===== src/rtl/mips_multicycle_core_if.sv =====
// Shared instruction/data memory bus: word-aligned req/ready handshake with
// arbitrary wait states.
interface mips_multicycle_core_if #(
  parameter int ADDR_WIDTH = 32
) ();
  logic                  mem_req;
  logic                  mem_we;
  logic [ADDR_WIDTH-1:0] mem_addr;
  logic [31:0]           mem_wdata;
  logic                  mem_ready;
  logic [31:0]           mem_rdata;

  modport master (output mem_req, mem_we, mem_addr, mem_wdata,
                  input  mem_ready, mem_rdata);
  modport slave  (input  mem_req, mem_we, mem_addr, mem_wdata,
                  output mem_ready, mem_rdata);
endinterface


===== src/rtl/mips_multicycle_core.sv =====
// Multi-cycle MIPS subset core: FETCH/DECODE/EXEC/MEM/WB over one shared bus,
// halting on BREAK, unsupported encodings or misaligned LW/SW.
module mips_multicycle_core #(
  parameter int                    ADDR_WIDTH = 32,
  parameter logic [ADDR_WIDTH-1:0] RESET_PC   = '0
) (
  input  logic                    clk,
  input  logic                    reset,
  mips_multicycle_core_if.master  bus,
  output logic [ADDR_WIDTH-1:0]   pc_o,
  output logic [31:0]             instr_o,
  output logic                    retire_o,
  output logic                    halted_o,
  output logic                    illegal_o,
  output logic                    misalign_o,
  input  logic [4:0]              dbg_reg_sel_i,
  output logic [31:0]             dbg_reg_data_o
);
  localparam logic [5:0] OP_R = 6'h00, OP_J = 6'h02, OP_BEQ = 6'h04, OP_BNE = 6'h05,
                         OP_ADDI = 6'h08, OP_LW = 6'h23, OP_SW = 6'h2B;
  localparam logic [5:0] F_ADD = 6'h20, F_SUB = 6'h22, F_AND = 6'h24, F_OR = 6'h25,
                         F_SLT = 6'h2A, F_BRK = 6'h0D;

  typedef enum logic [2:0] {S_FETCH, S_DECODE, S_EXEC, S_MEM, S_WB, S_HALT} state_t;

  typedef struct packed {
    logic [5:0] op;
    logic [4:0] rs;
    logic [4:0] rt;
    logic [4:0] rd;
    logic [4:0] shamt;
    logic [5:0] funct;
  } instr_t;

  state_t                state_q, state_d;
  logic [ADDR_WIDTH-1:0] pc_q, pc_d;
  logic [31:0]           ir_q, ir_d, a_q, a_d, b_q, b_d, alu_q, alu_d;
  logic                  retire_q, retire_d, halted_q, halted_d;
  logic                  illegal_q, illegal_d, misalign_q, misalign_d;
  logic [31:0][31:0]     rf_q;
  logic                  rf_we;
  logic [4:0]            rf_waddr;

  instr_t                ir;
  logic [31:0]           sext, ea, r_res, pc4_w;
  logic [ADDR_WIDTH-1:0] pc4, br_tgt, j_tgt;
  logic                  is_nop, is_brk, legal;

  assign ir     = instr_t'(ir_q);
  assign sext   = {{16{ir_q[15]}}, ir_q[15:0]};
  assign ea     = a_q + sext;
  assign pc4    = pc_q + ADDR_WIDTH'(4);
  assign pc4_w  = 32'(pc4);
  assign br_tgt = pc4 + ADDR_WIDTH'({sext[29:0], 2'b00});
  assign j_tgt  = ADDR_WIDTH'({pc4_w[31:28], ir_q[25:0], 2'b00});

  // Only the all-zero word is a NOP; funct 0 with other bits set is a shift we don't support.
  assign is_nop = (ir_q == '0);
  assign is_brk = (ir.op == OP_R) && (ir.funct == F_BRK);
  assign legal  = (ir.op == OP_R) ? (is_nop || (ir.funct inside {F_ADD, F_SUB, F_AND, F_OR, F_SLT}))
                                  : (ir.op inside {OP_J, OP_BEQ, OP_BNE, OP_ADDI, OP_LW, OP_SW});

  always_comb begin
    r_res = '0;
    case (ir.funct)
      F_ADD:   r_res = a_q + b_q;
      F_SUB:   r_res = a_q - b_q;
      F_AND:   r_res = a_q & b_q;
      F_OR:    r_res = a_q | b_q;
      F_SLT:   r_res = {31'b0, $signed(a_q) < $signed(b_q)};
      default: r_res = '0;
    endcase
  end

  always_comb begin
    state_d    = state_q;
    pc_d       = pc_q;
    ir_d       = ir_q;
    a_d        = a_q;
    b_d        = b_q;
    alu_d      = alu_q;
    retire_d   = 1'b0;
    halted_d   = halted_q;
    illegal_d  = illegal_q;
    misalign_d = misalign_q;
    rf_we      = 1'b0;
    rf_waddr   = (ir.op == OP_R) ? ir.rd : ir.rt;
    case (state_q)
      S_FETCH: if (bus.mem_ready) begin
        ir_d    = bus.mem_rdata;
        state_d = S_DECODE;
      end
      S_DECODE: begin
        a_d = rf_q[ir.rs];
        b_d = rf_q[ir.rt];
        if (is_brk) begin
          state_d  = S_HALT;
          halted_d = 1'b1;
        end else if (!legal) begin
          state_d   = S_HALT;
          halted_d  = 1'b1;
          illegal_d = 1'b1;
        end else begin
          state_d = S_EXEC;
        end
      end
      S_EXEC: begin
        case (ir.op)
          OP_R: if (is_nop) begin
            pc_d     = pc4;
            retire_d = 1'b1;
            state_d  = S_FETCH;
          end else begin
            alu_d   = r_res;
            state_d = S_WB;
          end
          OP_ADDI: begin
            alu_d   = ea;
            state_d = S_WB;
          end
          OP_LW, OP_SW: begin
            alu_d = ea;
            if (ea[1:0] != 2'b00) begin
              state_d    = S_HALT;
              halted_d   = 1'b1;
              misalign_d = 1'b1;
            end else begin
              state_d = S_MEM;
            end
          end
          OP_BEQ, OP_BNE: begin
            pc_d     = ((a_q == b_q) == (ir.op == OP_BEQ)) ? br_tgt : pc4;
            retire_d = 1'b1;
            state_d  = S_FETCH;
          end
          default: begin
            pc_d     = j_tgt;
            retire_d = 1'b1;
            state_d  = S_FETCH;
          end
        endcase
      end
      S_MEM: if (bus.mem_ready) begin
        if (ir.op == OP_SW) begin
          pc_d     = pc4;
          retire_d = 1'b1;
          state_d  = S_FETCH;
        end else begin
          alu_d   = bus.mem_rdata;
          state_d = S_WB;
        end
      end
      S_WB: begin
        rf_we    = (rf_waddr != 5'd0);
        pc_d     = pc4;
        retire_d = 1'b1;
        state_d  = S_FETCH;
      end
      default: ;
    endcase
  end

  always_ff @(posedge clk or posedge reset) begin
    if (reset) begin
      state_q    <= S_FETCH;
      pc_q       <= RESET_PC;
      ir_q       <= '0;
      a_q        <= '0;
      b_q        <= '0;
      alu_q      <= '0;
      retire_q   <= 1'b0;
      halted_q   <= 1'b0;
      illegal_q  <= 1'b0;
      misalign_q <= 1'b0;
      rf_q       <= '0;
    end else begin
      state_q    <= state_d;
      pc_q       <= pc_d;
      ir_q       <= ir_d;
      a_q        <= a_d;
      b_q        <= b_d;
      alu_q      <= alu_d;
      retire_q   <= retire_d;
      halted_q   <= halted_d;
      illegal_q  <= illegal_d;
      misalign_q <= misalign_d;
      if (rf_we) rf_q[rf_waddr] <= alu_q;
    end
  end

  // Request drops combinationally with reset so an in-flight transfer is abandoned at once.
  assign bus.mem_req   = !reset && ((state_q == S_FETCH) || (state_q == S_MEM));
  assign bus.mem_we    = (state_q == S_MEM) && (ir.op == OP_SW);
  assign bus.mem_addr  = (state_q == S_MEM) ? alu_q[ADDR_WIDTH-1:0] : pc_q;
  assign bus.mem_wdata = b_q;

  assign pc_o           = pc_q;
  assign instr_o        = ir_q;
  assign retire_o       = retire_q;
  assign halted_o       = halted_q;
  assign illegal_o      = illegal_q;
  assign misalign_o     = misalign_q;
  assign dbg_reg_data_o = rf_q[dbg_reg_sel_i];
endmodule


===== src/flat_wrapper.sv =====
// flat-port wrapper written by rule: the top's interface ports become plain ports
module mips_multicycle_core_flat 
#(
  parameter int                    ADDR_WIDTH = 32,
  parameter logic [ADDR_WIDTH-1:0] RESET_PC   = '0
)
  (clk, reset, pc_o, instr_o, retire_o, halted_o, illegal_o, misalign_o, dbg_reg_sel_i, dbg_reg_data_o, bus_mem_req, bus_mem_we, bus_mem_addr, bus_mem_wdata, bus_mem_ready, bus_mem_rdata);
  mips_multicycle_core_if #(.ADDR_WIDTH(ADDR_WIDTH)) bus_i ();
  input  logic clk;
  input  logic reset;
  output logic [ADDR_WIDTH-1:0] pc_o;
  output logic [31:0] instr_o;
  output logic retire_o;
  output logic halted_o;
  output logic illegal_o;
  output logic misalign_o;
  input  logic [4:0] dbg_reg_sel_i;
  output logic [31:0] dbg_reg_data_o;
  output wire logic [$bits(bus_i.mem_req)-1:0] bus_mem_req;
  output wire logic [$bits(bus_i.mem_we)-1:0] bus_mem_we;
  output wire logic [$bits(bus_i.mem_addr)-1:0] bus_mem_addr;
  output wire logic [$bits(bus_i.mem_wdata)-1:0] bus_mem_wdata;
  input wire logic [$bits(bus_i.mem_ready)-1:0] bus_mem_ready;
  input wire logic [$bits(bus_i.mem_rdata)-1:0] bus_mem_rdata;
  assign bus_mem_req = bus_i.mem_req;
  assign bus_mem_we = bus_i.mem_we;
  assign bus_mem_addr = bus_i.mem_addr;
  assign bus_mem_wdata = bus_i.mem_wdata;
  assign bus_i.mem_ready = bus_mem_ready;
  assign bus_i.mem_rdata = bus_mem_rdata;
  mips_multicycle_core #(.ADDR_WIDTH(ADDR_WIDTH), .RESET_PC(RESET_PC)) u_core (.clk(clk), .reset(reset), .bus(bus_i), .pc_o(pc_o), .instr_o(instr_o), .retire_o(retire_o), .halted_o(halted_o), .illegal_o(illegal_o), .misalign_o(misalign_o), .dbg_reg_sel_i(dbg_reg_sel_i), .dbg_reg_data_o(dbg_reg_data_o));
endmodule

===== config.mk =====
export PLATFORM = sky130hd
export DESIGN_NAME = mips_multicycle_core_flat
export DESIGN_NICKNAME = d
export VERILOG_FILES = /design/src/rtl/mips_multicycle_core_if.sv /design/src/rtl/mips_multicycle_core.sv /design/src/flat_wrapper.sv
export SDC_FILE = /design/constraint.sdc
export NUM_CORES = 2
export LEC_CHECK = 0
export ABC_AREA = 1
export ABC_CLOCK_PERIOD_IN_PS = 39300
export CAP_MARGIN = 20
export CELL_PAD_IN_SITES_DETAIL_PLACEMENT = 0
export CELL_PAD_IN_SITES_GLOBAL_PLACEMENT = 2
export CORE_MARGIN = 2
export CORE_UTILIZATION = 33
export CTS_CLUSTER_DIAMETER = 120
export CTS_CLUSTER_SIZE = 8
export DETAILED_ROUTE_END_ITERATION = 16
export HOLD_SLACK_MARGIN = 0.06
export PLACE_DENSITY = 0.83
export REMOVE_ABC_BUFFERS = 1
export SETUP_SLACK_MARGIN = 0.15
export SLEW_MARGIN = 20
export SYNTH_ARGS = -nofsm -noshare
export SYNTH_HDL_FRONTEND = slang
export SYNTH_SLANG_ARGS = --single-unit

===== constraint.sdc =====
create_clock -name clk -period 39.3 [get_ports clk]
set_input_delay 3.93 -clock clk [delete_from_list [all_inputs] [get_ports clk]]
set_output_delay 3.93 -clock clk [all_outputs]
set_load 0.05 [all_outputs]

==> summary.md <==
| Metric | Value |
|---|---|
| Crit-path most repeated cell | `buf_4` |
| Gate Count Post-Synth | `12100` |
| Antenna violations before repair | `26` |
| Clock skew | `0.0362 ns` |
| RSZ-0062 raised after global routing | `false` |
| Starting density of the core | `33.1%` |
| Clock Pin Slew Worst Setup and Hold Paths | `0.05 ns` |
| Final Setup Violations | `0` |
| Remaining routing DRC violations | `0` |
| Largest net degree at the start of global routing | `166` |
| Core Rows | `182` |
| Clock insertion delay at the later pin of the skew report | `0.85 ns` |
| Ys flop type | `dfrtp_1` |
| Critical Path, Cell by Cell | `buf_8 > inv_8 > buf_4 > buf_4 > buf_4 > o21ai_0 > o211ai_1 > nand3_1 > a32oi_1 > clkdlybuf4s50_1` |
| Port Buffers | `203` |
| CP Class | `in -> out` |
| Arr. time, crit path | `9.77 ns` |
| Post-CTS setup buffers | `0` |
| Status | `completed` |
| Period Utilization, post-route | `34.8%` |
| GR Overflow Total | `0` |
| Seq/Total Area, Yosys | `36.5%` |
| Nature of the critical path endpoint | `output pin` |
| Post-Syn Area | `0.0814 mm^2` |
| Peak VDD IR | `41.9 uV` |
| CTS tree | `yes` |
| Worst-margin pin slew | `1.27 ns` |
| H-tree depth | `4` |
| Relative slew slack | `15.3%` |
| Layout cells sized above 1 | `4.16%` |
| Hold WC Path Type | `reg -> reg` |
| Delay-heaviest family, CP | `buffers and inverters` |
| Num ports | `206` |
| Clock sinks | `1189` |
| Root Buffer Master | `clkbuf_16` |
| Post-CTS Resized | `0` |
| Die W | `501 um` |
| Vias in the first global route | `84200` |
| Routed Antenna Nets | `0` |
| TritonCTS buffer count | `166` |
| GRT Util Overall | `34.2%` |
| Largest area contributor in the netlist | `dfrtp_1` |
| Maximum fanout along the worst path | `154` |
| Routed WL per cell | `29.8 um` |
| DR vias | `91100` |
| Drt total wl | `442 mm` |
| Final Core Density | `36.6%` |
| GP Congestion | `0.966` |
| Hold_buf cts | `0` |
| Global-route wire length before repair | `627 mm` |
| Final Max Slew Viols | `0` |
| Fmax | `73.0 MHz` |
| Via-to-Cell Ratio | `6.14` |
| Hpwl dp | `274 mm` |
| Area of the die | `0.251 mm^2` |
| CP max-delay cell | `clkdlybuf4s50_1` |
| Buf/Inv on CP | `6` |
| Synth cell types | `54` |
| DRT iter0 DRCs | `13900` |
| Power per standard cell area | `30.4 mW/mm^2` |
| Max_cap viols | `0` |
| Hold Vio Cnt, Final | `0` |
| Core Region | `0.246 mm^2` |
| Avg Cell Area, Syn | `6.74 um^2` |
| Clk buf depth | `3` |
| Layout area overhead | `10.5%` |
| First-pass iteration count of the detailed router | `9` |
| Nets | `11800` |
| Post-synth EDFFs | `0` |
| Die Y | `501 um` |
| Crit path largest cell delay | `0.94 ns` |
| Syn. warnings | `0` |
| Asr flop ratio synth | `100%` |
| Top cells by area, synth | `dfrtp_1, o21ai_0, nand2_1` |
| Top-area cell type share of the netlist area | `36.5%` |
| Critical path startpoint category | `primary input` |
| Fin crit period | `13.70 ns` |
| Static Leak | `38.1 nW` |
| TNS Setup | `0 ns` |
| #FFs+latches synth | `1189` |
| Worst endpoint required time | `35.37 ns` |
==> logic make-up after synthesis <==
kind of cell	count (synthesis)	synth area share (%)
AOI/OAI and AO/OA	4702	31.3
xor gates and xnor gates	43	0.463
adders and majority gates	167	2.60
buffers and inverters	1982	9.27
DFF	1189	36.5
other	1	0.00461
and+or+nand+nor	4000	19.8
==> per-stage QoR <==
| stage | cell area [um^2] | hold WS (ns) | std cells | setup WS [ns] | total power [W] |
|---|---|---|---|---|---|
| floorplan | 77300 | 0.374 | 11000 | 1.88 | 0.00134 |
| global placement | 85400 | 0.386 | 14600 | 25.89 | 0.00140 |
| detailed placement | 85400 | 0.390 | 14600 | 25.86 | 0.00140 |
| CTS | 89800 | 0.400 | 14800 | 25.84 | 0.00274 |
| global route | 89900 | 0.416 | 14800 | 25.32 | 0.00280 |
| finish | 89900 | 0.400 | 14900 | 25.60 | 0.00273 |
==> worst paths after layout <==
path	end	start	cells past startpoint	slack (ns)
worst max-delay path	dbg_reg_data_o[18]	dbg_reg_sel_i[0]	10	25.60
worst min-delay path	u_core.rf_q[5]	u_core.rf_q[5]	0	0.40
worst max register to register	u_core.a_q[23]	u_core.instr_o[21]	11	33.84
worst min register to register	u_core.rf_q[5]	u_core.rf_q[5]	0	0.40
max in group asynchronous	u_core.rf_q[256]	reset	6	31.87
min in group asynchronous	u_core.pc_o[28]	reset	2	3.60
==> area by class of cell <==
class	instances	area [um^2]
Multi-Input combinational cell	8914	44300
Sequential cell	1189	29800
Tap cell	3220	4030
Antenna cell	8	20.0
Clock inverter	9	113
Timing Repair Buffer	404	3780
Clock buffer	182	4310
Fill cell	26100	156000
Inverter	926	3550
==> cell usage after synthesis, drive strengths merged (2+ instances only) <==
cell     count
o21ai     2863
o31ai        7
a2bb2oi     15
a22oi        6
o21a         4
xor2        30
a32o         8
nor2      1248
o211ai     208
o2bb2ai      3
a21boi       8
dfrtp     1189
a21oi     1055
a21o         2
nor3b        2
ha         163
nor4        15
clkbuf     919
a31oi       44
o221ai     132
a221oi       4
fa           4
a32oi       43
o21bai      17
o2111ai      5
inv        918
xnor2       13
nand3      552
nand2     2054
nand4       33
or2          9
clkinv       8
o22ai      198
nand3b      19
nor3        64
and2         2
a211oi      75
buf        137
o311ai       4
==> cells in the final DEF, fill, tap and decap left out, types with 19 or more instances in the layout <==
master | synthesis | routed
buf_4 | 3 | 181
nand3_1 | 548 | 548
o22ai_1 | 198 | 198
nand4_1 | 33 | 33
inv_1 | 907 | 894
dfrtp_1 | 1189 | 1177
a21oi_1 | 1055 | 1055
nand2_1 | 2049 | 2031
nor3_1 | 64 | 62
ha_1 | 163 | 163
o21ai_0 | 2669 | 2668
o21ai_1 | 192 | 193
a32oi_1 | 43 | 43
clkbuf_16 | 0 | 170
o211ai_1 | 208 | 208
nand3b_1 | 19 | 19
o221ai_1 | 132 | 132
a31oi_1 | 44 | 44
a211oi_1 | 75 | 75
clkdlybuf4s50_1 | 0 | 198
nor2_1 | 1237 | 1234
xor2_1 | 30 | 30
==> routing by layer <==
layer	share of wire (%)	GRT usage, %
met1	40	45.3
met2	42	49.8
met3	11	7.91
met4	7.2	21.7
met5	0.037	0
==> flip-flops by register name, summed over array words and instances (netlist names) <==
register              flops
u_core.rf_q            1024
u_core.a_q               32
u_core.alu_q             32
u_core.bus.mem_wdata     32
u_core.instr_o           32
u_core.pc_o              30
u_core.state_q            3
u_core.halted_o           1
u_core.illegal_o          1
u_core.misalign_o         1
u_core.retire_o           1
==> report_power, final <==
| group | switching [W] | internal, W | total [W] | leakage (nW) |
|---|---|---|---|---|
| combinational | 0.000120 | 0.0000353 | 0.000155 | 19.5 |
| sequential | 0 | 0.00123 | 0.00123 | 16.4 |
| clock | 0.000587 | 0.000763 | 0.00135 | 2.17 |
| total | 0.000707 | 0.00202 | 0.00273 | 38.1 |
No activity file was read; power rests on OpenSTA's default activity.
